===== src/rtl/seq_alu_pkg.sv =====
// Shared op codes, FSM state type and width helpers for the sequential ALU.
package seq_alu_pkg;

  localparam int unsigned OP_W     = 5;
  localparam int unsigned MAX_XLEN = 128;

  localparam logic [OP_W-1:0] OP_ADD    = 5'b00000;
  localparam logic [OP_W-1:0] OP_SLL    = 5'b00001;
  localparam logic [OP_W-1:0] OP_SLT    = 5'b00010;
  localparam logic [OP_W-1:0] OP_SLTU   = 5'b00011;
  localparam logic [OP_W-1:0] OP_XOR    = 5'b00100;
  localparam logic [OP_W-1:0] OP_SRL    = 5'b00101;
  localparam logic [OP_W-1:0] OP_OR     = 5'b00110;
  localparam logic [OP_W-1:0] OP_AND    = 5'b00111;
  localparam logic [OP_W-1:0] OP_SUB    = 5'b01000;
  localparam logic [OP_W-1:0] OP_SRA    = 5'b01101;
  localparam logic [OP_W-1:0] OP_MUL    = 5'b10000;
  localparam logic [OP_W-1:0] OP_MULH   = 5'b10001;
  localparam logic [OP_W-1:0] OP_MULHSU = 5'b10010;
  localparam logic [OP_W-1:0] OP_MULHU  = 5'b10011;
  localparam logic [OP_W-1:0] OP_DIV    = 5'b10100;
  localparam logic [OP_W-1:0] OP_DIVU   = 5'b10101;
  localparam logic [OP_W-1:0] OP_REM    = 5'b10110;
  localparam logic [OP_W-1:0] OP_REMU   = 5'b10111;

  typedef enum logic [1:0] {
    ST_IDLE = 2'd0,
    ST_CALC = 2'd1,
    ST_FIX  = 2'd2,
    ST_DONE = 2'd3
  } state_e;

  // Most negative two's-complement value of width w, truncated by the caller.
  function automatic logic [MAX_XLEN-1:0] xlen_min(input int unsigned w);
    return MAX_XLEN'(1) << (w - 1);
  endfunction

endpackage


===== src/rtl/seq_alu_if.sv =====
// Request/response handshake bundle between the issuing stage and seq_alu.
interface seq_alu_if #(
  parameter int unsigned XLEN = 32
);
  logic            in_valid;
  logic            in_ready;
  logic [4:0]      op;
  logic [XLEN-1:0] a;
  logic [XLEN-1:0] b;
  logic            out_valid;
  logic            out_ready;
  logic [XLEN-1:0] result;
  logic            is_zero;
  logic            busy;

  modport master (
    output in_valid, op, a, b, out_ready,
    input  in_ready, out_valid, result, is_zero, busy
  );

  modport slave (
    input  in_valid, op, a, b, out_ready,
    output in_ready, out_valid, result, is_zero, busy
  );
endinterface


===== src/rtl/seq_alu_muldiv.sv =====
// Iterative radix-2 multiply / restoring divide engine sharing one 2*XLEN shift accumulator.
module seq_alu_muldiv
  import seq_alu_pkg::*;
#(
  parameter int unsigned XLEN = 32
) (
  input  logic            clk,
  input  logic            rst,
  input  logic            start,
  input  logic            step,
  input  logic [2:0]      fn3,
  input  logic [XLEN-1:0] a,
  input  logic [XLEN-1:0] b,
  output logic            last_c,
  output logic [XLEN-1:0] res_c
);
  localparam int unsigned     CW   = $clog2(XLEN);
  localparam logic [XLEN-1:0] MIN  = XLEN'(xlen_min(XLEN));
  localparam logic [XLEN-1:0] ONES = {XLEN{1'b1}};

  logic [CW-1:0]     cnt_q, cnt_d;
  logic [2*XLEN-1:0] acc_q, acc_d;
  logic [XLEN-1:0]   opd_q, opd_d;
  logic [2:0]        fn3_q, fn3_d;
  logic              neg_q, neg_d, sa_q, sa_d, dz_q, dz_d, ovf_q, ovf_d;

  logic              a_sgn, b_sgn, sa, sb;
  logic [XLEN-1:0]   ma, mb;
  logic [XLEN:0]     mul_sum, div_top, div_diff;
  logic              div_ge;
  logic [2*XLEN-1:0] prod;
  logic [XLEN-1:0]   quo, rem, mul_res;

  // Operand magnitudes and sign flags, signedness decoded from funct3.
  always_comb begin
    a_sgn = fn3[2] ? ~fn3[0] : (fn3[1:0] == 2'b01 || fn3[1:0] == 2'b10);
    b_sgn = fn3[2] ? ~fn3[0] : (fn3[1:0] == 2'b01);
    sa    = a_sgn & a[XLEN-1];
    sb    = b_sgn & b[XLEN-1];
    ma    = sa ? -a : a;
    mb    = sb ? -b : b;
  end

  always_comb begin
    mul_sum  = {1'b0, acc_q[2*XLEN-1:XLEN]} + ({1'b0, opd_q} & {(XLEN+1){acc_q[0]}});
    div_top  = acc_q[2*XLEN-1:XLEN-1];
    div_ge   = div_top >= {1'b0, opd_q};
    div_diff = div_top - {1'b0, opd_q};
  end

  always_comb begin
    cnt_d = cnt_q;
    acc_d = acc_q;
    opd_d = opd_q;
    fn3_d = fn3_q;
    neg_d = neg_q;
    sa_d  = sa_q;
    dz_d  = dz_q;
    ovf_d = ovf_q;
    if (start) begin
      cnt_d = CW'(XLEN - 1);
      fn3_d = fn3;
      neg_d = sa ^ sb;
      sa_d  = sa;
      opd_d = fn3[2] ? mb : ma;
      acc_d = {{XLEN{1'b0}}, fn3[2] ? ma : mb};
      dz_d  = fn3[2] && (b == '0);
      ovf_d = fn3[2] && !fn3[0] && (a == MIN) && (b == ONES);
    end else if (step) begin
      if (cnt_q != '0) cnt_d = cnt_q - CW'(1);
      if (fn3_q[2])
        acc_d = {(div_ge ? div_diff[XLEN-1:0] : div_top[XLEN-1:0]), acc_q[XLEN-2:0], div_ge};
      else
        acc_d = {mul_sum, acc_q[XLEN-1:1]};
    end
  end

  assign last_c = step && (cnt_q == '0);

  // Sign correction and half / quotient-remainder selection.
  always_comb begin
    prod    = neg_q ? -acc_q : acc_q;
    mul_res = (fn3_q[1:0] == 2'b00) ? prod[XLEN-1:0] : prod[2*XLEN-1:XLEN];
    quo     = dz_q  ? ONES : ovf_q ? MIN :
              (neg_q ? -acc_q[XLEN-1:0] : acc_q[XLEN-1:0]);
    rem     = ovf_q ? '0 : (sa_q ? -acc_q[2*XLEN-1:XLEN] : acc_q[2*XLEN-1:XLEN]);
    res_c   = fn3_q[2] ? (fn3_q[1] ? rem : quo) : mul_res;
  end

  always_ff @(posedge clk) begin
    if (rst) begin
      cnt_q <= '0;
      acc_q <= '0;
      opd_q <= '0;
      fn3_q <= '0;
      neg_q <= 1'b0;
      sa_q  <= 1'b0;
      dz_q  <= 1'b0;
      ovf_q <= 1'b0;
    end else begin
      cnt_q <= cnt_d;
      acc_q <= acc_d;
      opd_q <= opd_d;
      fn3_q <= fn3_d;
      neg_q <= neg_d;
      sa_q  <= sa_d;
      dz_q  <= dz_d;
      ovf_q <= ovf_d;
    end
  end

endmodule


===== src/rtl/seq_alu.sv =====
// Handshaked RV32I/M ALU: single-cycle base ops, iterative multiply/divide via seq_alu_muldiv.
module seq_alu
  import seq_alu_pkg::*;
#(
  parameter int unsigned XLEN = 32,
  parameter int unsigned SHW  = $clog2(XLEN)
) (
  input logic     clk,
  input logic     rst,
  seq_alu_if.slave bus
);
  state_e          state_q, state_d;
  logic            out_valid_q, out_valid_d;
  logic [XLEN-1:0] result_q, result_d;
  logic            is_zero_q, is_zero_d;
  logic            busy_q, busy_d;

  logic            in_ready_c, accept_c, md_start_c, md_last_c;
  logic [SHW-1:0]  shamt;
  logic [XLEN-1:0] base_res_c, md_res_c;

  assign shamt = bus.b[SHW-1:0];

  always_comb begin
    base_res_c = '0;
    case (bus.op)
      OP_ADD:  base_res_c = bus.a + bus.b;
      OP_SUB:  base_res_c = bus.a - bus.b;
      OP_SLL:  base_res_c = bus.a << shamt;
      OP_SRL:  base_res_c = bus.a >> shamt;
      OP_SRA:  base_res_c = XLEN'($signed(bus.a) >>> shamt);
      OP_SLT:  base_res_c = {{(XLEN-1){1'b0}}, $signed(bus.a) < $signed(bus.b)};
      OP_SLTU: base_res_c = {{(XLEN-1){1'b0}}, bus.a < bus.b};
      OP_XOR:  base_res_c = bus.a ^ bus.b;
      OP_OR:   base_res_c = bus.a | bus.b;
      OP_AND:  base_res_c = bus.a & bus.b;
      default: base_res_c = '0;
    endcase
  end

  assign in_ready_c = (state_q == ST_IDLE) || (state_q == ST_DONE && bus.out_ready);
  assign accept_c   = bus.in_valid && in_ready_c;

  always_comb begin
    state_d     = state_q;
    out_valid_d = out_valid_q;
    result_d    = result_q;
    md_start_c  = 1'b0;
    case (state_q)
      ST_IDLE, ST_DONE: begin
        if (state_q == ST_DONE && bus.out_ready) begin
          state_d     = ST_IDLE;
          out_valid_d = 1'b0;
        end
        if (accept_c) begin
          if (bus.op[4]) begin
            state_d     = ST_CALC;
            out_valid_d = 1'b0;
            md_start_c  = 1'b1;
          end else begin
            state_d     = ST_DONE;
            out_valid_d = 1'b1;
            result_d    = base_res_c;
          end
        end
      end
      ST_CALC: if (md_last_c) state_d = ST_FIX;
      ST_FIX: begin
        state_d     = ST_DONE;
        out_valid_d = 1'b1;
        result_d    = md_res_c;
      end
      default: state_d = ST_IDLE;
    endcase
    is_zero_d = (result_d == '0);
    busy_d    = (state_d == ST_CALC) || (state_d == ST_FIX);
  end

  always_ff @(posedge clk) begin
    if (rst) begin
      state_q     <= ST_IDLE;
      out_valid_q <= 1'b0;
      result_q    <= '0;
      is_zero_q   <= 1'b1;
      busy_q      <= 1'b0;
    end else begin
      state_q     <= state_d;
      out_valid_q <= out_valid_d;
      result_q    <= result_d;
      is_zero_q   <= is_zero_d;
      busy_q      <= busy_d;
    end
  end

  seq_alu_muldiv #(.XLEN(XLEN)) u_muldiv (
    .clk    (clk),
    .rst    (rst),
    .start  (md_start_c),
    .step   (state_q == ST_CALC),
    .fn3    (bus.op[2:0]),
    .a      (bus.a),
    .b      (bus.b),
    .last_c (md_last_c),
    .res_c  (md_res_c)
  );

  assign bus.in_ready  = in_ready_c;
  assign bus.out_valid = out_valid_q;
  assign bus.result    = result_q;
  assign bus.is_zero   = is_zero_q;
  assign bus.busy      = busy_q;

endmodule


===== src/flat_wrapper.sv =====
// flat-port wrapper written by rule: the top's interface ports become plain ports
module seq_alu_flat import seq_alu_pkg::*;
#(
  parameter int unsigned XLEN = 32,
  parameter int unsigned SHW  = $clog2(XLEN)
)
  (clk, rst, bus_in_valid, bus_op, bus_a, bus_b, bus_out_ready, bus_in_ready, bus_out_valid, bus_result, bus_is_zero, bus_busy);
  seq_alu_if #(.XLEN(XLEN)) bus_i ();
  input logic clk;
  input logic rst;
  input wire logic [$bits(bus_i.in_valid)-1:0] bus_in_valid;
  input wire logic [$bits(bus_i.op)-1:0] bus_op;
  input wire logic [$bits(bus_i.a)-1:0] bus_a;
  input wire logic [$bits(bus_i.b)-1:0] bus_b;
  input wire logic [$bits(bus_i.out_ready)-1:0] bus_out_ready;
  output wire logic [$bits(bus_i.in_ready)-1:0] bus_in_ready;
  output wire logic [$bits(bus_i.out_valid)-1:0] bus_out_valid;
  output wire logic [$bits(bus_i.result)-1:0] bus_result;
  output wire logic [$bits(bus_i.is_zero)-1:0] bus_is_zero;
  output wire logic [$bits(bus_i.busy)-1:0] bus_busy;
  assign bus_i.in_valid = bus_in_valid;
  assign bus_i.op = bus_op;
  assign bus_i.a = bus_a;
  assign bus_i.b = bus_b;
  assign bus_i.out_ready = bus_out_ready;
  assign bus_in_ready = bus_i.in_ready;
  assign bus_out_valid = bus_i.out_valid;
  assign bus_result = bus_i.result;
  assign bus_is_zero = bus_i.is_zero;
  assign bus_busy = bus_i.busy;
  seq_alu #(.XLEN(XLEN), .SHW(SHW)) u_core (.clk(clk), .rst(rst), .bus(bus_i));
endmodule

===== config.mk =====
export PLATFORM = sky130hd
export DESIGN_NAME = seq_alu_flat
export DESIGN_NICKNAME = d
export VERILOG_FILES = /design/src/rtl/seq_alu_pkg.sv /design/src/rtl/seq_alu_if.sv /design/src/rtl/seq_alu_muldiv.sv /design/src/rtl/seq_alu.sv /design/src/flat_wrapper.sv
export SDC_FILE = /design/constraint.sdc
export NUM_CORES = 1
export LEC_CHECK = 0
export CORE_ASPECT_RATIO = 1.5
export CORE_UTILIZATION = 61
export DETAILED_ROUTE_END_ITERATION = 12
export DONT_BUFFER_PORTS = 1
export PLACE_DENSITY = 0.91
export SETUP_SLACK_MARGIN = 0.02
export SYNTH_ARGS = -nofsm -noshare
export SYNTH_HDL_FRONTEND = slang
export SYNTH_SLANG_ARGS = --single-unit

===== constraint.sdc =====
create_clock -name clk -period 6.3 [get_ports clk]
set_input_delay 1.89 -clock clk [delete_from_list [all_inputs] [get_ports clk]]
set_output_delay 1.89 -clock clk [all_outputs]
set_load 0.03 [all_outputs]

==> metrics.md, run 1 <==
| Metric | Value |
|---|---|
| Synth Area in Compound Gates | 0.317 |
| # clock sinks | between 100 and 150 |
| Die Span X | 170 µm |
| Warnings, synthesis | 0 |
| #FFs+latches synth | about 150 |
| CTS Buffer Depth | 2 |
| Post-cts hold buffer count | 0 |
| Worst slack, placed | a little over 0.1 ns |
| Gr usage total | 0.677 |
| Failed at | global routing (5_1_grt) |
| Number of global-route vias before repair | 32,227 |
| Asr flop ratio synth | 0 |
| Error | [ERROR GRT-0116] Global routing finished with congestion. Check the congestion regions in the DRC Viewer. |
| Largest net degree at the start of global routing | roughly 120 |
| Syn_area_per_cell | 7.04 µm² |
| Number of synthesized flops with an enable pin | 0 |
| Mux contribution to synthesized area | 0.108 |
| Root buf cell | clkbuf_16 |
| CTS H-tree depth | 4 |
| TritonCTS buffer count | 17 |
| Post_cts resized | 0 |
| Starting density of the core | 0.621 |
| First-pass GRT wire length | 219 mm |
| Synth Cell Area | 25,700 µm² |
| Grt total ovfl | 52 |
| # Post-CTS Setup Buffers | 0 |
| Simple-Gate Fraction of Synth Area | 0.233 |
| HPWL after DPL | 100 mm |
| Post-synthesis sequential area ratio | 0.113 |
| IO buf count | 0 |
| Final GP Congestion | 1.18 |
| Cell count after synthesis | 3,649 |
| Net Count, Synth | approximately 3,900 |
| Outcome | aborted with a tool error |
| Site Rows | 91 |
| Area share of fa/ha/maj cells after synthesis | 0.0904 |
| Largest family of logic cells by synthesized area | compound AO/OA/AOI/OAI gates |
| Unique cell type count in the Yosys netlist | 96 |
| Post-Synth XOR/XNOR Area | 0.0641 |
| Die Span Y | around 250 µm |
| Synth Flop Type | dfxtp_1 |
| I/O Pins | 109 |
## cell usage after synthesis (80+ instances only)
| library cell | number | area (µm²) |
|---|---|---|
| mux2i_1 | 121 | 1210 |
| o21ai_0 | 221 | 1110 |
| inv_1 | 162 | 608 |
| dfxtp_1 | 145 | 2900 |
| a21oi_1 | 297 | 1490 |
| xnor2_1 | 129 | 1130 |
| nor3_1 | 80 | 400 |
| ha_1 | 179 | 2240 |
| nor2_1 | 322 | 1210 |
| clkbuf_1 | 259 | 972 |
| nand2_1 | 365 | 1370 |
| o211ai_1 | 130 | 976 |
## metal layers
layer / overflow / GRT usage
met1: 0 / 0.686
met2: 24 / 0.928
met3: 0 / 0.382
met4: 28 / 0.734
met5: 0 / 0.0294
## stage by stage
stage / utilization / hold slack (ns) / std cells / area, µm²
after CTS: 0.650 / 0.448 / 4056 / 26900
after detailed placement: 0.635 / 0.439 / 4024 / 26300
after floorplan: - / 0.432 / 3649 / 25700
after global placement: 0.635 / 0.434 / 4024 / 26300
## cells by family after synthesis
| family | Yosys count |
|---|---|
| and+or+nand+nor | 1222 |
| AOI/OAI and AO/OA | 1214 |
| buffers and inverters | 489 |
| muxes | 208 |
| xor gates and xnor gates | 188 |
| adders and majority gates | 183 |
| DFF | 145 |
==> inputs of run 2 (changes only) <==
CORE_ASPECT_RATIO = not set   (was 1.5)
CORE_UTILIZATION = 40   (was 61)
PLACE_DENSITY = not set   (was 0.91)
PLACE_DENSITY_LB_ADDON = 0.15   (was not set)
SETUP_SLACK_MARGIN = not set   (was 0.02)
clock period = 8.2 ns   (was 6.3 ns; I/O delays follow)
==> metrics.md, run 2 <==
| Metric | Value |
|---|---|
| Placed Area | 26,100 µm² (-0.64%) |
| # fillers | 6,704 |
| Register bank with the most flops | u_core.u_muldiv.acc_q |
| Remaining DRCs | 0 |
| Cell count after synthesis | 3,649 (unchanged) |
| Worst r2r dst | u_core.bus.is_zero |
| HP Class | reg2reg |
| I/O Pins | 109 (unchanged) |
| HPWL after DPL | 108 mm (+7.8%) |
| Critical path origin | bus_b[3] |
| Warnings, synthesis | 0 (unchanged) |
| Max rail drop VDD | 0.187 mV |
| Grt total ovfl | 0 |
| R2R cell count | 14 |
| ANT cells | 0 |
| Leakage power | 9.95 nW |
| Syn_area_per_cell | 7.04 µm² (unchanged) |
| Initial antenna violation count | 5 |
| Unique cell type count in the Yosys netlist | 96 (unchanged) |
| Slew @ Worst Pin | about 1.5 ns |
| DRT Pass-1 Iters | 6 |
| Proportion of layout cells with a drive suffix above 1 | 0.0781 |
| Site Rows | 92 (+1.1%) |
| DIE AREA | roughly 65,000 µm² |
| Final instance area | approximately 27,000 µm² |
| Setup CP Type | in2reg |
| Post-route ant nets | 0 |
| First-pass GRT wire length | 200 mm |
| Max reg flops | 64 |
| Ranking of synthesized cells by area | dfxtp_1 (11%), ha_1 (8.7%), a21oi_1 (5.8%) |
| CTS Buffer Depth | 2 (unchanged) |
| Critical Path Sink | u_core.bus.is_zero |
| Outcome | finished, violations left |
| Crit share post-route | 0.829 |
| Most frequent cells in the layout | nand2_1 (364), nor2_1 (322), a21oi_1 (297), o21ai_0 (221), ha_1 (178) |
| Routed wire length per instance | 32.7 µm |
| Final slew viol count | 0 |
| TritonCTS clock tree | built |
| Synth top area share | 0.113 (unchanged) |
| Root buf cell | clkbuf_16 |
| IO buf count | 0 (unchanged) |
| # Post-CTS Setup Buffers | 0 (unchanged) |
| R2R Setup Slk | 2.46 ns |
| # clock sinks | 145 (unchanged) |
| Crit Path Max Fanout | 52 |
| Setup total negative slack | 0 ns |
| #FFs+latches synth | 145 (unchanged) |
| Cell with the most instances after synthesis | nand2_1 |
| Critical path's slowest cell | a2111oi_0 |
| Die Span Y | 255 µm (+0.82%) |
| Fin Hold WS | 0.454 ns |
| Die Span X | 255 µm (+51%) |
| Synth Cell Area | 25,700 µm² (unchanged) |
| Post-Route WL | 140 mm |
| CP peak stage delay | a little under 0.8 ns |
| Net Count, Synth | 3,905 (unchanged) |
| Post_cts resized | 0 (unchanged) |
| Critical Path AT | 7.16 ns |
| Commonest cells post-synth | nand2_1 (365), nor2_1 (322), a21oi_1 (297) |
| Routed vias | just under 30,000 |
| Tmin final | 6.80 ns |
| Starting density of the core | 0.406 (-0.215) |
| Worst-skew pair later-pin latency | 0.46 ns |
| CTS clk-pin slew, worst paths | roughly 0.080 ns |
| Req. time, crit path | about 8.6 ns |
| Worst slack, placed | 1.06 ns (+0.954 ns) |
| Slew margin rel. | 0.00703 |
| Final setup fails | 0 |
| RR Startpoint | u_core.u_muldiv.acc_q[0] |
| Asr flop ratio synth | 0 (unchanged) |
| Synth area leader | dfxtp_1 |
| Setup Skew | between 0.01 and 0.015 ns |
| Final setup margin | 1.40 ns |
| Hold violation total from the final report | 0 |
| Post-cts hold buffer count | 0 (unchanged) |
| Final GP Congestion | 1.06 (-10%) |
| Post-synthesis sequential area ratio | 0.113 (unchanged) |
| Gr usage total | 0.414 |
| Setup crit end kind | flip-flop |
| Iteration-0 DRC count of the detailed router | approximately 3,600 |
| Vias per cell | 6.89 |
| TritonCTS buffer count | 17 (unchanged) |
| Synth Flop Type | dfxtp_1 |
| Number of global-route vias before repair | 27,142 |
| Critical Path, Cell by Cell | clkinv_1 -> ha_1 -> nor2_1 -> a211oi_1 -> o21bai_1 -> a2111oi_0 -> o211ai_1 -> a2111oi_0 -> o2111ai_1 -> nor4_1 -> nand4_1 -> a2111oi_2 -> nand4_1 -> o41ai_2 |
| Failing checks | capacitance limit |
| Fin nets | between 3,000 and 4,000 |
| Max-capacitance violation count | 1 |
| Largest net degree at the start of global routing | 124 |
| Core area | 63,200 µm² |
| F_max | 0.147 GHz |
| RSZ-0062 raised after global routing | false |
| Pwr dens | between 200 and 300 nW/µm² |
| Worst setup SP type | input pin |
| Commonest non-fill, non-tap cell in the layout | nand2_1 |
| Number of synthesized flops with an enable pin | 0 (unchanged) |
| CTS H-tree depth | 4 (unchanged) |
| Area growth from synthesis to layout | 4.06% |
## run 2: worst min path at each step
stage                                    from                   endpoint  slack (ns)  cells after the start
floorplan           u_core.u_muldiv.opd_q[12]  u_core.u_muldiv.opd_q[12]        0.43                      2
global placement     u_core.u_muldiv.opd_q[8]   u_core.u_muldiv.opd_q[8]        0.44                      2
detailed placement  u_core.u_muldiv.opd_q[27]  u_core.u_muldiv.opd_q[27]        0.44                      2
CTS                 u_core.u_muldiv.opd_q[27]  u_core.u_muldiv.opd_q[27]        0.45                      2
global route        u_core.u_muldiv.opd_q[29]  u_core.u_muldiv.opd_q[29]        0.47                      2
finish              u_core.u_muldiv.opd_q[27]  u_core.u_muldiv.opd_q[27]        0.45                      2
## run 2: cells by family (layout without fill, tap and decap cells)
group / count (synthesis) / after routing / share of synthesized area
compound gates: 1214 / 1214 / 0.317
mux: 208 / 208 / 0.108
flops: 145 / 145 / 0.113
fa+ha+maj: 183 / 183 / 0.0904
simple gates: 1222 / 1222 / 0.233
buf+inv: 489 / 273 / 0.0741
xor+xnor: 188 / 188 / 0.0641
## run 2: where the power goes
group | leakage, nW | internal (mW) | switching [mW]
registers | 1.18 | 0.895 | 0.589
clock network | 0.304 | 0.422 | 0.436
logic | 8.47 | 1.95 | 3.37
## run 2: critical path: cells and delay by family
family                   cells  cell delay, ns
AO/OA/AOI/OAI                8            3.02
buffers and inverters        1            0.33
adder cells (fa/ha/maj)      1            0.59
AND/OR/NAND/NOR              4            0.72
## run 2: per-layer routing
| metal | part of all wire | GRT usage |
|---|---|---|
| met2 | 0.43 | 0.634 |
| met3 | 0.096 | 0.0903 |
| met5 | 0.00024 | 0 |
| met4 | 0.072 | 0.260 |
| met1 | 0.40 | 0.526 |
## run 2: per-stage QoR
step	util	std cells	total power [mW]
after floorplan	-	3649	5.11
after global placement	0.413	4247	6.66
after detailed placement	0.413	4247	6.60
after CTS	0.423	4279	7.47
after global routing	0.423	4279	8.09
final	0.423	4279	7.66
## run 2: layout make-up
cell class / instances / area, µm² / share of cell area
clock buffer: 17 / 425 / 0.0159
clock inverter: 15 / 206 / 0.00773
timing repair buffer: 70 / 526 / 0.0197
inverter: 171 / 642 / 0.0240
tap: 846 / 1060 / 0.0396
multi-input combinational: 3015 / 21000 / 0.784
sequential: 145 / 2910 / 0.109
(Power assumes the default switching activity.)
